`src/rtl/fx2_pkg.sv`:
```
// Shared FX2 slave-FIFO definitions: FSM state encoding, endpoint addresses and bus width.
// Used by the OUT reader, the IN writer and the bus arbiter.
package fx2_pkg;

  localparam int unsigned FD_W = 16;

  localparam logic [1:0] FX2_EP2       = 2'b00;
  localparam logic [1:0] FX2_EP6       = 2'b10;
  localparam logic [1:0] FX2_ADDR_IDLE = 2'b00;

  typedef enum logic [2:0] {
    ST_IDLE,
    ST_REQ,
    ST_ADDR,
    ST_OE,
    ST_READ,
    ST_END
  } fx2_state_e;

endpackage

```
`src/rtl/fx2_ep_out_reader_if.sv`:
```
// FX2 OUT-endpoint bus plus the downstream valid/ready stream of the reader.
// master = the reader; slave = FX2/arbiter/consumer side.
interface fx2_ep_out_reader_if;
  import fx2_pkg::*;

  logic [FD_W-1:0] fd_i;
  logic            flaga;
  logic [1:0]      fifoadr;
  logic            sloe_n;
  logic            slrd_n_c;
  logic            bus_req;
  logic            bus_gnt;
  logic [FD_W-1:0] rd_data;
  logic            rd_valid;
  logic            rd_ready;

  modport master (
    input  fd_i, flaga, bus_gnt, rd_ready,
    output fifoadr, sloe_n, slrd_n_c, bus_req, rd_data, rd_valid
  );

  modport slave (
    output fd_i, flaga, bus_gnt, rd_ready,
    input  fifoadr, sloe_n, slrd_n_c, bus_req, rd_data, rd_valid
  );

endinterface

```
`src/rtl/fx2_sync_fifo.sv`:
```
// Single-clock circular buffer; pointers carry one extra bit so full/empty are told apart by the MSB.
module fx2_sync_fifo #(
  parameter int unsigned WIDTH      = 16,
  parameter int unsigned DEPTH_LOG2 = 4
) (
  input  logic                  i_clk,
  input  logic                  i_rst,
  input  logic                  i_push,
  input  logic [WIDTH-1:0]      i_data,
  input  logic                  i_pop,
  output logic [WIDTH-1:0]      o_data,
  output logic                  o_empty,
  output logic [DEPTH_LOG2:0]   o_free
);

  localparam int unsigned DEPTH = 1 << DEPTH_LOG2;

  logic [WIDTH-1:0]    r_mem [DEPTH];
  logic [DEPTH_LOG2:0] r_wptr;
  logic [DEPTH_LOG2:0] r_rptr;
  logic [DEPTH_LOG2:0] w_count;
  logic                w_full;
  logic                w_push;
  logic                w_pop;

  assign w_count = r_wptr - r_rptr;
  assign o_empty = (r_wptr == r_rptr);
  assign w_full  = (r_wptr[DEPTH_LOG2] != r_rptr[DEPTH_LOG2]) &&
                   (r_wptr[DEPTH_LOG2-1:0] == r_rptr[DEPTH_LOG2-1:0]);
  assign o_free  = (DEPTH_LOG2+1)'(DEPTH) - w_count;

  // A pop on the same edge frees the slot, so push on full is allowed then.
  assign w_pop  = i_pop && !o_empty;
  assign w_push = i_push && (!w_full || w_pop);

  // Head word is forced to zero while empty so the output has a defined reset value.
  assign o_data = o_empty ? '0 : r_mem[r_rptr[DEPTH_LOG2-1:0]];

  always_ff @(posedge i_clk) begin
    if (w_push) r_mem[r_wptr[DEPTH_LOG2-1:0]] <= i_data;
  end

  always_ff @(posedge i_clk or posedge i_rst) begin
    if (i_rst) begin
      r_wptr <= '0;
      r_rptr <= '0;
    end else begin
      if (w_push) r_wptr <= r_wptr + (DEPTH_LOG2+1)'(1);
      if (w_pop)  r_rptr <= r_rptr + (DEPTH_LOG2+1)'(1);
    end
  end

endmodule

```
`src/rtl/fx2_ep_out_reader.sv`:
```
// FX2 synchronous slave-FIFO OUT endpoint reader: bursts FD words into a local buffer per bus grant.
// Optional FX2_RD_CNT_EN adds o_rd_count, a wrapping total of captured words.
module fx2_ep_out_reader
  import fx2_pkg::*;
#(
  parameter logic [1:0]  EP_ADDR    = FX2_EP2,
  parameter int unsigned DEPTH_LOG2 = 4,
  parameter int unsigned BURST_MAX  = 256
) (
  input  logic                i_clk,
  input  logic                i_rst,
  fx2_ep_out_reader_if.master bus
`ifdef FX2_RD_CNT_EN
  ,
  output logic [31:0]         o_rd_count
`endif
);

  localparam int unsigned BURST_W = $clog2(BURST_MAX + 1);

  fx2_state_e          r_state;
  fx2_state_e          w_state_nxt;
  logic [BURST_W-1:0]  r_burst;
  logic                r_bus_req;
  logic [1:0]          r_fifoadr;
  logic                r_sloe_n;
  logic                w_slrd_n;
  logic                w_capture;
  logic                w_room;
  logic                w_burst_ok;
  logic                w_empty;
  logic                w_pop;
  logic [FD_W-1:0]     w_head;
  logic [DEPTH_LOG2:0] w_free;

  // Two free slots keep a margin so the buffer cannot overflow behind the read strobe.
  assign w_room     = (w_free >= (DEPTH_LOG2+1)'(2));
  assign w_burst_ok = (r_burst < BURST_W'(BURST_MAX));
  assign w_capture  = !w_slrd_n && bus.flaga;
  assign w_pop      = bus.rd_ready && !w_empty;

  always_comb begin
    w_state_nxt = r_state;
    w_slrd_n    = 1'b1;
    case (r_state)
      ST_IDLE: if (bus.flaga && w_room) w_state_nxt = ST_REQ;
      ST_REQ:  if (bus.bus_gnt) w_state_nxt = ST_ADDR;
      ST_ADDR: w_state_nxt = ST_OE;
      ST_OE:   w_state_nxt = ST_READ;
      ST_READ: begin
        // Low buffer room only pauses the strobe; the bus stays owned with SLOE asserted.
        if (bus.flaga && w_room && w_burst_ok && bus.bus_gnt) w_slrd_n = 1'b0;
        if (!bus.flaga || !w_burst_ok || !bus.bus_gnt) w_state_nxt = ST_END;
      end
      ST_END:  w_state_nxt = ST_IDLE;
      default: w_state_nxt = ST_IDLE;
    endcase
  end

  // Bus controls are registered from the next state so they line up with the state they belong to.
  always_ff @(posedge i_clk or posedge i_rst) begin
    if (i_rst) begin
      r_state   <= ST_IDLE;
      r_bus_req <= 1'b0;
      r_fifoadr <= FX2_ADDR_IDLE;
      r_sloe_n  <= 1'b1;
      r_burst   <= '0;
    end else begin
      r_state   <= w_state_nxt;
      r_bus_req <= (w_state_nxt inside {ST_REQ, ST_ADDR, ST_OE, ST_READ});
      r_fifoadr <= (w_state_nxt inside {ST_ADDR, ST_OE, ST_READ}) ? EP_ADDR : FX2_ADDR_IDLE;
      r_sloe_n  <= !(w_state_nxt inside {ST_OE, ST_READ});
      if (r_state == ST_END)  r_burst <= '0;
      else if (w_capture)     r_burst <= r_burst + BURST_W'(1);
    end
  end

  fx2_sync_fifo #(
    .WIDTH      (FD_W),
    .DEPTH_LOG2 (DEPTH_LOG2)
  ) u_buf (
    .i_clk   (i_clk),
    .i_rst   (i_rst),
    .i_push  (w_capture),
    .i_data  (bus.fd_i),
    .i_pop   (w_pop),
    .o_data  (w_head),
    .o_empty (w_empty),
    .o_free  (w_free)
  );

  assign bus.bus_req  = r_bus_req;
  assign bus.fifoadr  = r_fifoadr;
  assign bus.sloe_n   = r_sloe_n;
  assign bus.slrd_n_c = w_slrd_n;
  assign bus.rd_data  = w_head;
  assign bus.rd_valid = !w_empty;

`ifdef FX2_RD_CNT_EN
  logic [31:0] r_rd_count;

  always_ff @(posedge i_clk or posedge i_rst) begin
    if (i_rst)          r_rd_count <= '0;
    else if (w_capture) r_rd_count <= r_rd_count + 32'd1;
  end

  assign o_rd_count = r_rd_count;
`endif

endmodule

```
`src/flat_wrapper.sv`:
```
// flat-port wrapper written by rule: the top's interface ports become plain ports
module fx2_ep_out_reader_flat import fx2_pkg::*;
#(
  parameter logic [1:0]  EP_ADDR    = FX2_EP2,
  parameter int unsigned DEPTH_LOG2 = 4,
  parameter int unsigned BURST_MAX  = 256
)
  (i_clk, i_rst, bus_fd_i, bus_flaga, bus_bus_gnt, bus_rd_ready, bus_fifoadr, bus_sloe_n, bus_slrd_n_c, bus_bus_req, bus_rd_data, bus_rd_valid);
  fx2_ep_out_reader_if bus_i ();
  input  logic i_clk;
  input  logic i_rst;
  input wire logic [$bits(bus_i.fd_i)-1:0] bus_fd_i;
  input wire logic [$bits(bus_i.flaga)-1:0] bus_flaga;
  input wire logic [$bits(bus_i.bus_gnt)-1:0] bus_bus_gnt;
  input wire logic [$bits(bus_i.rd_ready)-1:0] bus_rd_ready;
  output wire logic [$bits(bus_i.fifoadr)-1:0] bus_fifoadr;
  output wire logic [$bits(bus_i.sloe_n)-1:0] bus_sloe_n;
  output wire logic [$bits(bus_i.slrd_n_c)-1:0] bus_slrd_n_c;
  output wire logic [$bits(bus_i.bus_req)-1:0] bus_bus_req;
  output wire logic [$bits(bus_i.rd_data)-1:0] bus_rd_data;
  output wire logic [$bits(bus_i.rd_valid)-1:0] bus_rd_valid;
  assign bus_i.fd_i = bus_fd_i;
  assign bus_i.flaga = bus_flaga;
  assign bus_i.bus_gnt = bus_bus_gnt;
  assign bus_i.rd_ready = bus_rd_ready;
  assign bus_fifoadr = bus_i.fifoadr;
  assign bus_sloe_n = bus_i.sloe_n;
  assign bus_slrd_n_c = bus_i.slrd_n_c;
  assign bus_bus_req = bus_i.bus_req;
  assign bus_rd_data = bus_i.rd_data;
  assign bus_rd_valid = bus_i.rd_valid;
  fx2_ep_out_reader #(.EP_ADDR(EP_ADDR), .DEPTH_LOG2(DEPTH_LOG2), .BURST_MAX(BURST_MAX)) u_core (.i_clk(i_clk), .i_rst(i_rst), .bus(bus_i));
endmodule
```
`config.mk`:
```
export PLATFORM = sky130hd
export DESIGN_NAME = fx2_ep_out_reader_flat
export DESIGN_NICKNAME = d
export VERILOG_FILES = /design/src/rtl/fx2_pkg.sv /design/src/rtl/fx2_ep_out_reader_if.sv /design/src/rtl/fx2_sync_fifo.sv /design/src/rtl/fx2_ep_out_reader.sv /design/src/flat_wrapper.sv
export SDC_FILE = /design/constraint.sdc
export NUM_CORES = 1
export LEC_CHECK = 0
export ABC_AREA = 1
export CORE_MARGIN = 1
export CORE_UTILIZATION = 43
export CTS_BUF_LIST = sky130_fd_sc_hd__clkbuf_4
export CTS_CLUSTER_SIZE = 8
export DETAILED_ROUTE_END_ITERATION = 8
export HOLD_SLACK_MARGIN = 0.08
export PLACE_DENSITY_LB_ADDON = 0.05
export SLEW_MARGIN = 20
export SYNTH_ARGS = -nofsm -noshare
export SYNTH_HDL_FRONTEND = slang
export SYNTH_HIERARCHICAL = 1
export SYNTH_SLANG_ARGS = --single-unit
export TNS_END_PERCENT = 100
```
`constraint.sdc`:
```
create_clock -name i_clk -period 7.3 [get_ports i_clk]
set_clock_uncertainty 0.15 [all_clocks]
set_input_delay 0.73 -clock i_clk [delete_from_list [all_inputs] [get_ports i_clk]]
set_output_delay 0.73 -clock i_clk [all_outputs]
set_load 0.01 [all_outputs]
```
==> results of run 1 <==
## worst max-delay path: cells and delay by family (launching register included)
kind / cells / cell delay [ns]
buffers and inverters: 5 / 1.48
adders and majority gates: 1 / 0.44
and+or+nand+nor: 7 / 1.90
DFF: 1 / 1.00
## cells in the mapped netlist
library cell,number
sky130_fd_sc_hd__nand4_1,3
sky130_fd_sc_hd__nor3_1,4
sky130_fd_sc_hd__o21ai_0,4
sky130_fd_sc_hd__ha_1,13
sky130_fd_sc_hd__a21oi_2,9
sky130_fd_sc_hd__nor2_4,1
sky130_fd_sc_hd__dfrtp_1,23
sky130_fd_sc_hd__clkinv_1,1
sky130_fd_sc_hd__inv_1,209
sky130_fd_sc_hd__xnor2_1,2
sky130_fd_sc_hd__nand2_4,2
sky130_fd_sc_hd__nand3_1,154
sky130_fd_sc_hd__nand2_2,2
sky130_fd_sc_hd__nor2_1,32
sky130_fd_sc_hd__inv_2,4
sky130_fd_sc_hd__buf_1,4
sky130_fd_sc_hd__conb_1,1
sky130_fd_sc_hd__buf_4,4
sky130_fd_sc_hd__nor2_8,1
sky130_fd_sc_hd__xor2_1,12
sky130_fd_sc_hd__dfstp_2,1
sky130_fd_sc_hd__a211oi_1,1
sky130_fd_sc_hd__buf_2,32
sky130_fd_sc_hd__clkbuf_1,12
sky130_fd_sc_hd__a21oi_1,9
sky130_fd_sc_hd__o21ai_1,1
sky130_fd_sc_hd__nand2_1,478
sky130_fd_sc_hd__fa_1,1
sky130_fd_sc_hd__clkinv_4,1
sky130_fd_sc_hd__o21ai_2,1
sky130_fd_sc_hd__edfxtp_1,256
sky130_fd_sc_hd__nand3b_1,1
## registers in the layout, indices dropped and copies added (netlist names)
signal	cells
u_core/bus.bus_req	1
u_core/bus.sloe_n	1
u_core/r_burst	9
u_core/r_state	3
u_core/u_buf/r_mem	256
u_core/u_buf/r_rptr	5
u_core/u_buf/r_wptr	5
## final timing paths
kind,from,slack [ns],to
min in group i_clk,u_core/r_burst[8]$_DFFE_PP0P_,0.38,u_core/r_burst[8]$_DFFE_PP0P_
hold / removal,i_rst,0.26,u_core/u_buf/r_wptr[1]$_DFFE_PP0P_
setup reg to reg,u_core/u_buf/r_rptr[0]$_DFFE_PP0P_,1.82,u_core/u_buf/r_mem[5][1]$_DFFE_PP_
max in group asynchronous,i_rst,6.31,u_core/bus.sloe_n$_DFF_PP1_
hold reg to reg,u_core/r_burst[8]$_DFFE_PP0P_,0.38,u_core/r_burst[8]$_DFFE_PP0P_
setup / recovery,u_core/u_buf/r_rptr[0]$_DFFE_PP0P_,1.82,u_core/u_buf/r_mem[5][1]$_DFFE_PP_
## power breakdown
| group | leakage (nW) | total, mW | internal (mW) | switching, mW |
|---|---|---|---|---|
| clock network | 0.606 | 1.46 | 0.838 | 0.623 |
| logic | 3.14 | 1.95 | 0.671 | 1.28 |
| registers | 2.60 | 1.92 | 1.80 | 0.119 |
| total | 6.35 | 5.33 | 3.31 | 2.02 |
## through the flow
step	hold WS, ns	worst slack (ns)	util [%]	cell area, um2
after floorplan	0.344	3.36	-	12600
after global placement	0.366	2.00	46.4	13400
after detailed placement	0.374	1.96	46.4	13400
after CTS	0.205	1.84	49.9	14400
after global routing	0.298	1.50	49.9	14400
final	0.264	1.82	49.9	14400
## per-layer routing
layer / track usage, % / routed length (um) / share of wire [%]
met2: 31.4 / 13900 / 43
met4: 10.3 / 1140 / 3.5
met1: 33.3 / 15500 / 48
met3: 3.97 / 2030 / 6.2
met5: 0 / 0 / 0
## cells by family (layout without fill, tap and decap cells)
kind of cell / count (synthesis) / count (layout) / share of synthesized area, %
xor gates and xnor gates: 14 / 14 / 0.971
buffers and inverters: 267 / 391 / 8.41
adders and majority gates: 14 / 14 / 1.45
and+or+nand+nor: 678 / 678 / 22.2
AOI/OAI and AO/OA: 25 / 25 / 1.31
DFF: 280 / 280 / 65.7
other: 1 / 3 / 0.0297
## area by class of cell
cell class                 count  area share (%)
clock inverter                10           0.819
inverter                     215            5.67
multi-input combinational    733            23.1
tap                          384            3.34
antenna                        1          0.0174
clock buffer                 119            6.22
timing repair buffer          47            3.12
sequential                   280            57.7
==> results summary, run 1 <==
The top cell type's share of synthesized area is 60.9%. The number of buffers inserted by port buffering came out at 40. The routed design has 32.5 mm of wire.

In the final layout, the multi-input gates occupy 0.00332 mm2. The DRC marker count from the first detailed-route iteration is 665. In the final routed layout, each cell accounts on average for 18.2 um. Setup repair after global routing left no endpoint under its margin.

After detailed routing, the number of remaining DRC violations is 0. Fill cells in the final layout number 2721. The total setup violations reported at the end of the flow is 0. Cells with a size suffix above 1 make up 12.3% of the layout. The mapped netlist covers 0.0126 mm2.

The number of top-level pins came out at 43. The maximum level of the CTS H-tree is 3. The clock latency of the later-clocked register in the worst-skew pair is 0.66 ns. Sequential elements use 65.7% of the synthesized area. The largest individual stage delay along the critical path comes from the cell sky130_fd_sc_hd__dfrtp_4. The critical path goes through inv_4 > ha_1 > inv_1 > nor3_1 > nand2_2 > clkinv_1 > nor2_1 > inv_1 > nand3_1 > nand2_1 > inv_1 > nand2_1 > nor2_2. By instance count, the cell type seen most on the critical path is sky130_fd_sc_hd__inv_1. The detailed placement HPWL came out at 19.5 mm. The via count of the first global-routing pass is 8215. The storage element area came out at 0.00829 mm2.

The remaining number of nets flagged by the antenna check after routing is 0. The final estimated routing congestion in global placement is 0.848. The number of sinks on the clock net came out at 280. The count of instances resized after the clock tree is built came out at 0. The overall power consumption is 5.33 mW. After clock tree synthesis, the clock-pin slew on the worst setup and hold paths is 0.07 ns. The die is 173 um wide. The maximum ir drop on the vdd rail came out at 0.288 mV. The largest fanout on the critical path came out at 76.

The kind of end point of the critical path is a register. The TritonCTS clock tree is yes. No sink is reached through more buffers than the 3 on the longest clock path. The area growth from synthesis to final layout came out at 13.8%. The classification of the worst-slack hold path is in2async. The flow ran to the end, and the final reports show no timing, DRC or antenna violations. The netlist uses 32 different library cells. The library cell occupying the most area in the post-synthesis netlist is sky130_fd_sc_hd__edfxtp_1. The area of the die is 0.0300 mm2. Leaving out fill and tap cells, the most frequent cell in the layout is sky130_fd_sc_hd__nand2_1. The total grt overflow came out at 0.

After synthesis, the cell types taking the most area are sky130_fd_sc_hd__edfxtp_1 (61%), sky130_fd_sc_hd__nand2_1 (14%), sky130_fd_sc_hd__inv_1 (6.2%). For this run, the slowest stage of the critical path takes 1.00 ns. The via-per-instance ratio is 4.83. The endpoint arrival time on the critical path is 5.60 ns.

For this design the static power due to leakage is 6.35 nW. For this run, the total global-route usage over all layers was measured as 22.3%. The final number of max-transition violations is 0. STA classifies the critical path startpoint as a register. The post-placement cell count came out at 1659.

The critical path required time came out at 7.42 ns. The floorplan core area is 0.0288 mm2. For the pin with the worst max-slew slack, the measured transition is 1.09 ns. From bottom edge to top edge, the die measures 173 um.

The shortest clock period the worst path allows after layout came out at 5.48 ns. The vias after detailed routing came out at 8639. The max capacitance violation total is 0. The highest clock rate came out at 183 MHz.

Power spread over the standard cell area amounts to 371 mW/mm2. The initial standard-cell utilization of the core came out at 43.9%. The number of storage elements in the synthesis netlist is 280.

The first global-routing pass estimated 49.3 mm of wire. The critical path is of the reg2reg type. The final instance count without filler cells came out at 1789.

The count of synthesis-stage warnings from yosys is 6. The fraction of the cycle the final worst path needs is 75.0%. The post-synthesis cell count came out at 1279. The placement row count came out at 62. The library cells used most frequently in the layout, excluding fill and tap cells, are sky130_fd_sc_hd__nand2_1 (478), sky130_fd_sc_hd__edfxtp_1 (256), sky130_fd_sc_hd__inv_1 (208), sky130_fd_sc_hd__nand3_1 (154), sky130_fd_sc_hd__clkbuf_4 (119). The cell chosen for the clock root is sky130_fd_sc_hd__clkbuf_4. The number of buffers created by CTS is 75.

The number of failing hold endpoints at the final stage came out at 0. The max-slew headroom at the worst pin came out at 27.3%. The maximum number of pins on one net before global-route repair is 77. In this run, post-CTS hold repair placed 0 buffers. The first-pass iteration count of the detailed router came out at 5. The number of cells on the worst reg-to-reg path came out at 13. The net count of the finished layout is 1387.

The count of buffers added by post-CTS timing repair for setup came out at 0. The average instance in the mapped netlist occupies 9.87 um2. After routing, the total negative slack on setup checks comes to 0 ns. The initial antenna violation count came out at 1.
No activity file was read; power rests on OpenSTA's default activity.
==> run 2, diff against run 1 <==
==> constraint.sdc (replaced) <==
create_clock -name i_clk -period 5.3 [get_ports i_clk]
set_clock_uncertainty 0.15 [all_clocks]
set_input_delay 0.53 -clock i_clk [delete_from_list [all_inputs] [get_ports i_clk]]
set_output_delay 0.53 -clock i_clk [all_outputs]
set_load 0.01 [all_outputs]
==> run 2 against run 1 <==
  * Cell count grew 1.3%
  * Sequential share of layout area decreased by 0.59 points
  * Flip-flop and latch count stayed put
  * Worst setup slack got worse by 1.1 ns
  * Via count increased by 1.3%
  * Largest power group unchanged
  * Critical endpoint is now bus_rd_data[2]
  * Critical path type is now reg2out
==> results summary, run 2 (synthesis results as in run 1) <==
The total grt overflow is 0 (unchanged). The dominant cell type by count on the critical path is sky130_fd_sc_hd__nand2_1. The leakage power figure came to 6.44 nW (+1.5%). The largest fanout on the critical path is 75 (-1.3%).

The worst hold path passes through 3 cells. The initial standard-cell utilization of the core is 43.9% (unchanged). The met3 routing resource usage after global routing came out at 4.17% (+0.20 points).

The floorplan core area is 0.0288 mm2 (unchanged). The max capacitance violation total came out at 0 (unchanged). The final-layout setup total negative slack came out at 0 ns (unchanged).

The combined global-route utilization of all metal layers is 22.5% (+0.18 points). The worst-case register-to-register setup slack is 1.40 ns (-0.42 ns). The vias after detailed routing came out at 8749 (+1.3%).

The routed wire length came out at 32.9 mm (+1.1%). The worst register-to-register path begins at u_core/u_buf/r_wptr[3]$_DFFE_PP0P_. The maximum level of the CTS H-tree came out at 3 (unchanged). The placement row count is 62 (unchanged). Derived from the worst setup path, the maximum achievable clock frequency is 219 MHz. In this run the clock root is driven by a sky130_fd_sc_hd__clkbuf_4. The count of instances resized after the clock tree is built is 0 (unchanged).

The maximum number of pins on one net before global-route repair is 76 (-1.3%). The detailed placement HPWL is 19.3 mm (-0.86%). The critical path required time came out at 4.62 ns (-2.80 ns). The deepest clock path buffer count is 3 (unchanged). The final estimated routing congestion in global placement is 0.790 (-6.9%). Setup repair after global routing left no endpoint under its margin. The worst stage delay on the critical path came to 0.78 ns (-0.22 ns).

The remaining number of nets flagged by the antenna check after routing was 0 (unchanged). The endpoint identified for the worst register-to-register timing path is u_core/u_buf/r_mem[14][8]$_DFFE_PP_. The actual slew at the worst max-slew pin came to 1.08 ns (-0.00716 ns).

The DRC marker count from the first detailed-route iteration was 578 (-13%). In the layout the commonest cells are sky130_fd_sc_hd__nand2_1 (478), sky130_fd_sc_hd__edfxtp_1 (256), sky130_fd_sc_hd__inv_1 (208), sky130_fd_sc_hd__nand3_1 (154), sky130_fd_sc_hd__clkbuf_4 (113). The number of top-level pins is 43 (unchanged).

Leaving out fill and tap cells, the most frequent cell in the layout is sky130_fd_sc_hd__nand2_1. The kind of end point of the critical path is a primary output. The max-slew headroom at the worst pin came to 27.8% (+0.48 points). The maximum ir drop on the vdd rail came out at 0.379 mV (+32%). The first-pass iteration count of the detailed router is 5 (unchanged). The area growth from synthesis to final layout came out at 15.0%.

TritonCTS built the clock tree. The number of sinks on the clock net came out at 280 (unchanged). The final worst hold slack is 0.324 ns (+0.0596 ns). The fraction of met2 tracks used by global routing came to 33.4% (+2.0 points). The clock latency of the later-clocked register in the worst-skew pair is 0.68 ns (+0.02 ns). The number of buffers inserted by port buffering came out at 40 (unchanged). The critical hold path startpoint is bus_bus_gnt. The class of the most critical setup path is reg2out. In this run the most used layer during global routing was met2. Traced cell by cell, the critical path runs through inv_4 > buf_4 > buf_4 > nand2_1 > nand2_1 > nand2_1 > nand3_1 > nand3_1 > a21oi_1 > clkdlybuf4s50_1.

The global-route wire length before repair was 50.2 mm (+1.8%). The total setup violations reported at the end of the flow is 0 (unchanged). On the critical path, the stage with the largest delay is an instance of sky130_fd_sc_hd__buf_4. The final net count is 1408 (+1.5%). The power density relative to cell area came out at 505 mW/mm2 (+36%). The height of the die came to 173 um (unchanged).

The endpoint arrival time on the critical path came out at 3.90 ns (-1.70 ns). The number of failing hold endpoints at the final stage came to 0 (unchanged). In this run the worst hold path is classified as in2reg.

The final number of max-transition violations is 0 (unchanged). The die extent in x is 173 um (unchanged). The register clock-pin slew on the reported worst setup and hold paths came out at 0.07 ns (about the same). The initial antenna violation count came out at 1 (unchanged). The area of the die was 0.0300 mm2 (unchanged). For the finished layout, the period the worst path requires is 4.58 ns. The final critical path takes up 86.3% of the cycle. The routing usage on met1 is 32.7% (-0.65 points). The via-per-instance ratio is 4.83 (about the same). The number of remaining DRC errors came out at 0 (unchanged). The kind of launch point of the worst setup path is a register. The capture endpoint of the worst hold path is u_core/r_state[1]$_DFF_PP0_. The number of flip-flops in the largest register came out at 256 (unchanged). The fraction of layout cells with a size suffix above 1 was 13.0% (+0.63 points).

The average detailed-routed wire length per instance came out at 18.1 um (-0.27%). The number of buffers created by CTS is 76 (+1.3%). The via count of the first global-routing pass came to 8456 (+2.9%). The run finished with clean final reports. The number of cells on the worst reg-to-reg path came out at 16 (+3).
-- run 2: final cells by class --
type / count / area, um2
multi-input cells: 733 / 3320
clock buffers: 113 / 848
well taps: 384 / 480
clock inverters: 20 / 154
repair buffers: 67 / 606
fillers: 2801 / 14300
inverters: 215 / 815
diodes: 1 / 2.50
flip-flops and latches: 280 / 8290
-- run 2: critical path, delay by kind of cell, from the launching register on --
family,cells,cell delay (ns)
compound gates,1,0.23
buf+inv,4,1.93
flops,1,0.49
simple gates,5,0.47
-- run 2: power by group --
group / total, mW / internal, mW / switching, mW
Combinational: 2.78 / 0.942 / 1.84
Sequential: 2.55 / 2.49 / 0.0662
Clock: 1.99 / 1.12 / 0.877
Total: 7.33 / 4.55 / 2.78
-- run 2: routing by layer --
metal	up-vias	routed length, um	share of wire (%)
li1	4303	-	-
met1	4126	15700	48
met5	-	0	0
met2	254	14500	44
met4	0	933	2.8
met3	66	1790	5.4
-- run 2: timing repair --
item | CTS | global route
hold buffers | 1 | 0
hold endpoints to repair | 23 | 0
buffers inserted | 0 | 0
-- run 2: through the flow --
step	cell area, um2	setup WS [ns]	utilization [%]	power (mW)	instances
after floorplan	12600	1.36	-	4.35	1280
final	14500	0.725	50.4	7.33	1813
after global routing	14500	0.488	50.4	7.83	1813
after detailed placement	13500	1.43	46.9	5.40	1678
after global placement	13500	1.44	46.9	5.42	1678
after CTS	14500	0.652	50.4	7.42	1812
-- run 2: how the worst max path moves through the flow --
stage / startpoint / cells after the start / endpoint / slack [ns]
detailed placement: u_core/u_buf/r_rptr[0]$_DFFE_PP0P_ / 10 / bus_rd_data[2] / 1.43
finish: u_core/u_buf/r_rptr[0]$_DFFE_PP0P_ / 10 / bus_rd_data[2] / 0.72
global route: u_core/u_buf/r_rptr[0]$_DFFE_PP0P_ / 10 / bus_rd_data[2] / 0.49
CTS: u_core/u_buf/r_rptr[0]$_DFFE_PP0P_ / 10 / bus_rd_data[2] / 0.65
global placement: u_core/u_buf/r_rptr[0]$_DFFE_PP0P_ / 10 / bus_rd_data[2] / 1.44
floorplan: u_core/u_buf/r_rptr[0]$_DFFE_PP0P_ / 15 / u_core/u_buf/r_mem[7][0]$_DFFE_PP_ / 1.36
==> run 3, diff against run 2 <==
--- a/config.mk
+++ b/config.mk
@@ -7,7 +7,7 @@
 export LEC_CHECK = 0
 export ABC_AREA = 1
 export CORE_MARGIN = 1
-export CORE_UTILIZATION = 43
+export CORE_UTILIZATION = 54
 export CTS_BUF_LIST = sky130_fd_sc_hd__clkbuf_4
 export CTS_CLUSTER_SIZE = 8
 export DETAILED_ROUTE_END_ITERATION = 8
==> run 3 against run 2 <==
  * Cell area fell by 1.0%
  * Die area decreased by 20%
  * Register-to-register slack worse by 0.35 ns
  * Worst setup slack worse by 0.22 ns
  * Total power fell by 1.4%
  * Via count rose by 0.22%
  * Fmax down 4.6%
  * Global-route usage increased by 4.1 points
  * Core utilization grew 13 points
  * Flip-flop and latch count unchanged
==> results summary, run 3 (synthesis results as in run 1) <==
The vias after detailed routing is 8768 (+0.22%). The shortest clock period the worst path allows after layout is 4.80 ns (+0.222 ns). The total grt overflow is 0 (unchanged).

The placed instance area came out at 0.0134 mm2 (-0.95%). The number of flip-flops in the largest register came out at 256 (unchanged). The number of fillers in the final layout came out at 1939 (-31%). The number of remaining DRC errors came out at 0 (unchanged). The cell sitting at the root of the clock tree is a sky130_fd_sc_hd__clkbuf_4. The floorplan core area is 0.0228 mm2 (-21%). The register clock-pin slew on the reported worst setup and hold paths is 0.06 ns (about the same). The final number of max-transition violations came out at 0 (unchanged). The detailed placement HPWL came out at 18.2 mm (-6.0%). The storage element area is 0.00829 mm2 (unchanged). The cell depth of the worst min-delay path is 3 (unchanged). The area of the die was 0.0240 mm2 (-20%). The worst stage delay on the critical path came out at 0.82 ns (+0.04 ns).

The setup path with the least slack is of type reg2out. Traced cell by cell, the critical path runs through inv_4 > buf_4 > buf_4 > nand2_1 > nand2_1 > nand2_1 > nand3_1 > nand3_1 > a21oi_1 > clkdlybuf4s50_1. The initial standard-cell utilization of the core is 55.4% (+12 points). The flow ran to the end, and the final reports show no timing, DRC or antenna violations.

The worst path setup slack after routing is 0.503 ns (-0.222 ns). The count of buffers added by post-CTS timing repair for setup is 0 (unchanged). The minimum setup slack after placement came out at 1.13 ns (-0.300 ns). The fraction of the cycle the final worst path needs came out at 90.5% (+4.2 points).

The most numerous cell type found on the critical path is sky130_fd_sc_hd__nand2_1. The worst-path cell with the longest stage delay is sky130_fd_sc_hd__buf_4. The actual slew at the worst max-slew pin was 1.05 ns (-0.0255 ns). Leaving out fill and tap cells, the most frequent cell in the layout is sky130_fd_sc_hd__nand2_1. The final estimated routing congestion in global placement came to 0.853 (+8.0%). The number of buffers created by CTS came out at 75 (-1.3%). The critical path required time is 4.62 ns (about the same).

The endpoint arrival time on the critical path came to 4.12 ns (+0.22 ns). The height of the die was 155 um (-11%). The clock latency of the later-clocked register in the worst-skew pair came out at 0.67 ns (about the same). The utilization after layout came out at 63.1% (+13 points).

The number of cells on the worst reg-to-reg path is 15 (-1). The first-pass iteration count of the detailed router was 5 (unchanged). The TritonCTS clock tree is yes.

The cell area after layout was 0.0144 mm2 (-1.0%). The number of stages on the worst setup path is 10 (unchanged). The max-slew headroom at the worst pin came out at 29.6% (+1.9 points). The leakage power figure was 6.40 nW (-0.65%). The maximum level of the CTS H-tree came out at 3 (unchanged).

The power density relative to cell area is 503 mW/mm2 (-0.39%). The worst setup path is launched from a register. The number of sinks on the clock net came to 280 (unchanged).

The number of failing hold endpoints at the final stage is 0 (unchanged). The post-placement cell count came out at 1600 (-4.6%). The final net count is 1400 (-0.57%). The deepest clock path buffer count came to 3 (unchanged). In this run the worst hold path is classified as in2reg. The highest clock rate was 208 MHz (-4.6%). The combined global-route utilization of all metal layers is 26.6% (+4.1 points). Relative to the synthesized area, the layout overhead comes to 13.8%. The maximum number of pins on one net before global-route repair was 91 (+20%). Setup repair after global routing left no endpoint under its margin.

The average detailed-routed wire length per instance is 17.5 um (-3.5%). The initial antenna violation count is 1 (unchanged). The via count of the first global-routing pass is 8575 (+1.4%). The multi-input combinational cell area is 0.00332 mm2 (unchanged). In the layout the commonest cells are sky130_fd_sc_hd__nand2_1 (478), sky130_fd_sc_hd__edfxtp_1 (256), sky130_fd_sc_hd__inv_1 (208), sky130_fd_sc_hd__nand3_1 (154), sky130_fd_sc_hd__clkbuf_4 (118).

The maximum ir drop on the vdd rail is 0.263 mV (-31%). The total setup violations reported at the end of the flow is 0 (unchanged). The DRC marker count from the first detailed-route iteration came out at 748 (+29%). The final worst hold slack is 0.373 ns (+0.0493 ns). The remaining number of nets flagged by the antenna check after routing came out at 0 (unchanged). The largest fanout on the critical path is 84 (+12%).

The final instance count without filler cells came out at 1730 (-4.6%). The global-route wire length before repair came out at 47.2 mm (-6.0%). The number of top-level pins is 43 (unchanged). The worst setup path is captured at a primary output. The routed wire length came out at 30.3 mm (-7.9%).

The final-layout setup total negative slack is 0 ns (unchanged). The fraction of layout cells with a size suffix above 1 was 12.9% (-0.10 points). The die extent in x is 155 um (-11%). Among cell families on the critical path, the largest total delay comes from buffers and inverters. The number of buffers inserted by port buffering is 40 (unchanged). The max capacitance violation total is 0 (unchanged). The critical path buffer and inverter count is 4 (unchanged). The placement row count came out at 55 (-11%). The overall power consumption is 7.22 mW (-1.4%). The via-per-instance ratio came to 5.07 (+5.0%).
run 3: repair_timing:
action                                 in CTS  in global routing
setup endpoints to repair                   0                  0
resized for setup                           0                  0
endpoints found under the hold margin      19                  0
hold buffers                                1                  0
run 3: final timing paths:
path,from,to,slack [ns]
worst max-delay path,u_core/u_buf/r_rptr[0]$_DFFE_PP0P_,bus_rd_data[3],0.50
worst min register to register,u_core/r_burst[8]$_DFFE_PP0P_,u_core/r_burst[8]$_DFFE_PP0P_,0.38
worst min-delay path,bus_bus_gnt,u_core/r_state[1]$_DFF_PP0_,0.37
worst max register to register,u_core/u_buf/r_rptr[0]$_DFFE_PP0P_,u_core/u_buf/r_mem[0][6]$_DFFE_PP_,1.05
max in group asynchronous,i_rst,u_core/bus.sloe_n$_DFF_PP1_,3.96
min in group asynchronous,i_rst,u_core/u_buf/r_wptr[1]$_DFFE_PP0P_,0.60
run 3: power by group:
part	internal, mW	switching (mW)
Sequential	2.49	0.123
Combinational	0.943	1.73
Clock	1.10	0.845
Total	4.53	2.70
run 3: worst register-to-register path, cell delays in order, from the launching register on:
cell                       delay, ns
sky130_fd_sc_hd__dfrtp_4        0.72
sky130_fd_sc_hd__inv_4          0.05
sky130_fd_sc_hd__ha_1           0.18
sky130_fd_sc_hd__inv_1          0.05
sky130_fd_sc_hd__ha_1           0.13
sky130_fd_sc_hd__inv_1          0.06
sky130_fd_sc_hd__fa_1           0.43
sky130_fd_sc_hd__xnor2_1        0.14
sky130_fd_sc_hd__nor2_1         0.06
sky130_fd_sc_hd__nand2_1        0.19
sky130_fd_sc_hd__nand2_4        0.14
sky130_fd_sc_hd__clkinv_4       0.10
sky130_fd_sc_hd__nand2_1        0.17
sky130_fd_sc_hd__inv_1          0.23
sky130_fd_sc_hd__nand2_1        0.21
sky130_fd_sc_hd__nor2_2         0.85
run 3: area by class of cell:
cell class | count | area share (%)
repair buffers | 60 | 3.94
clock inverters | 10 | 0.653
multi-input cells | 733 | 23.1
diodes | 1 | 0.0174
inverters | 215 | 5.67
well taps | 313 | 2.73
clock buffers | 118 | 6.17
flip-flops and latches | 280 | 57.7
run 3: layer usage:
metal  GRT usage, %  routed length, um  up-vias
li1               -                  -     4291
met1           38.0              13600     4123
met2           41.4              14000      329
met3           5.35               2250       25
met4           8.06                349        0
met5              0                  0        -
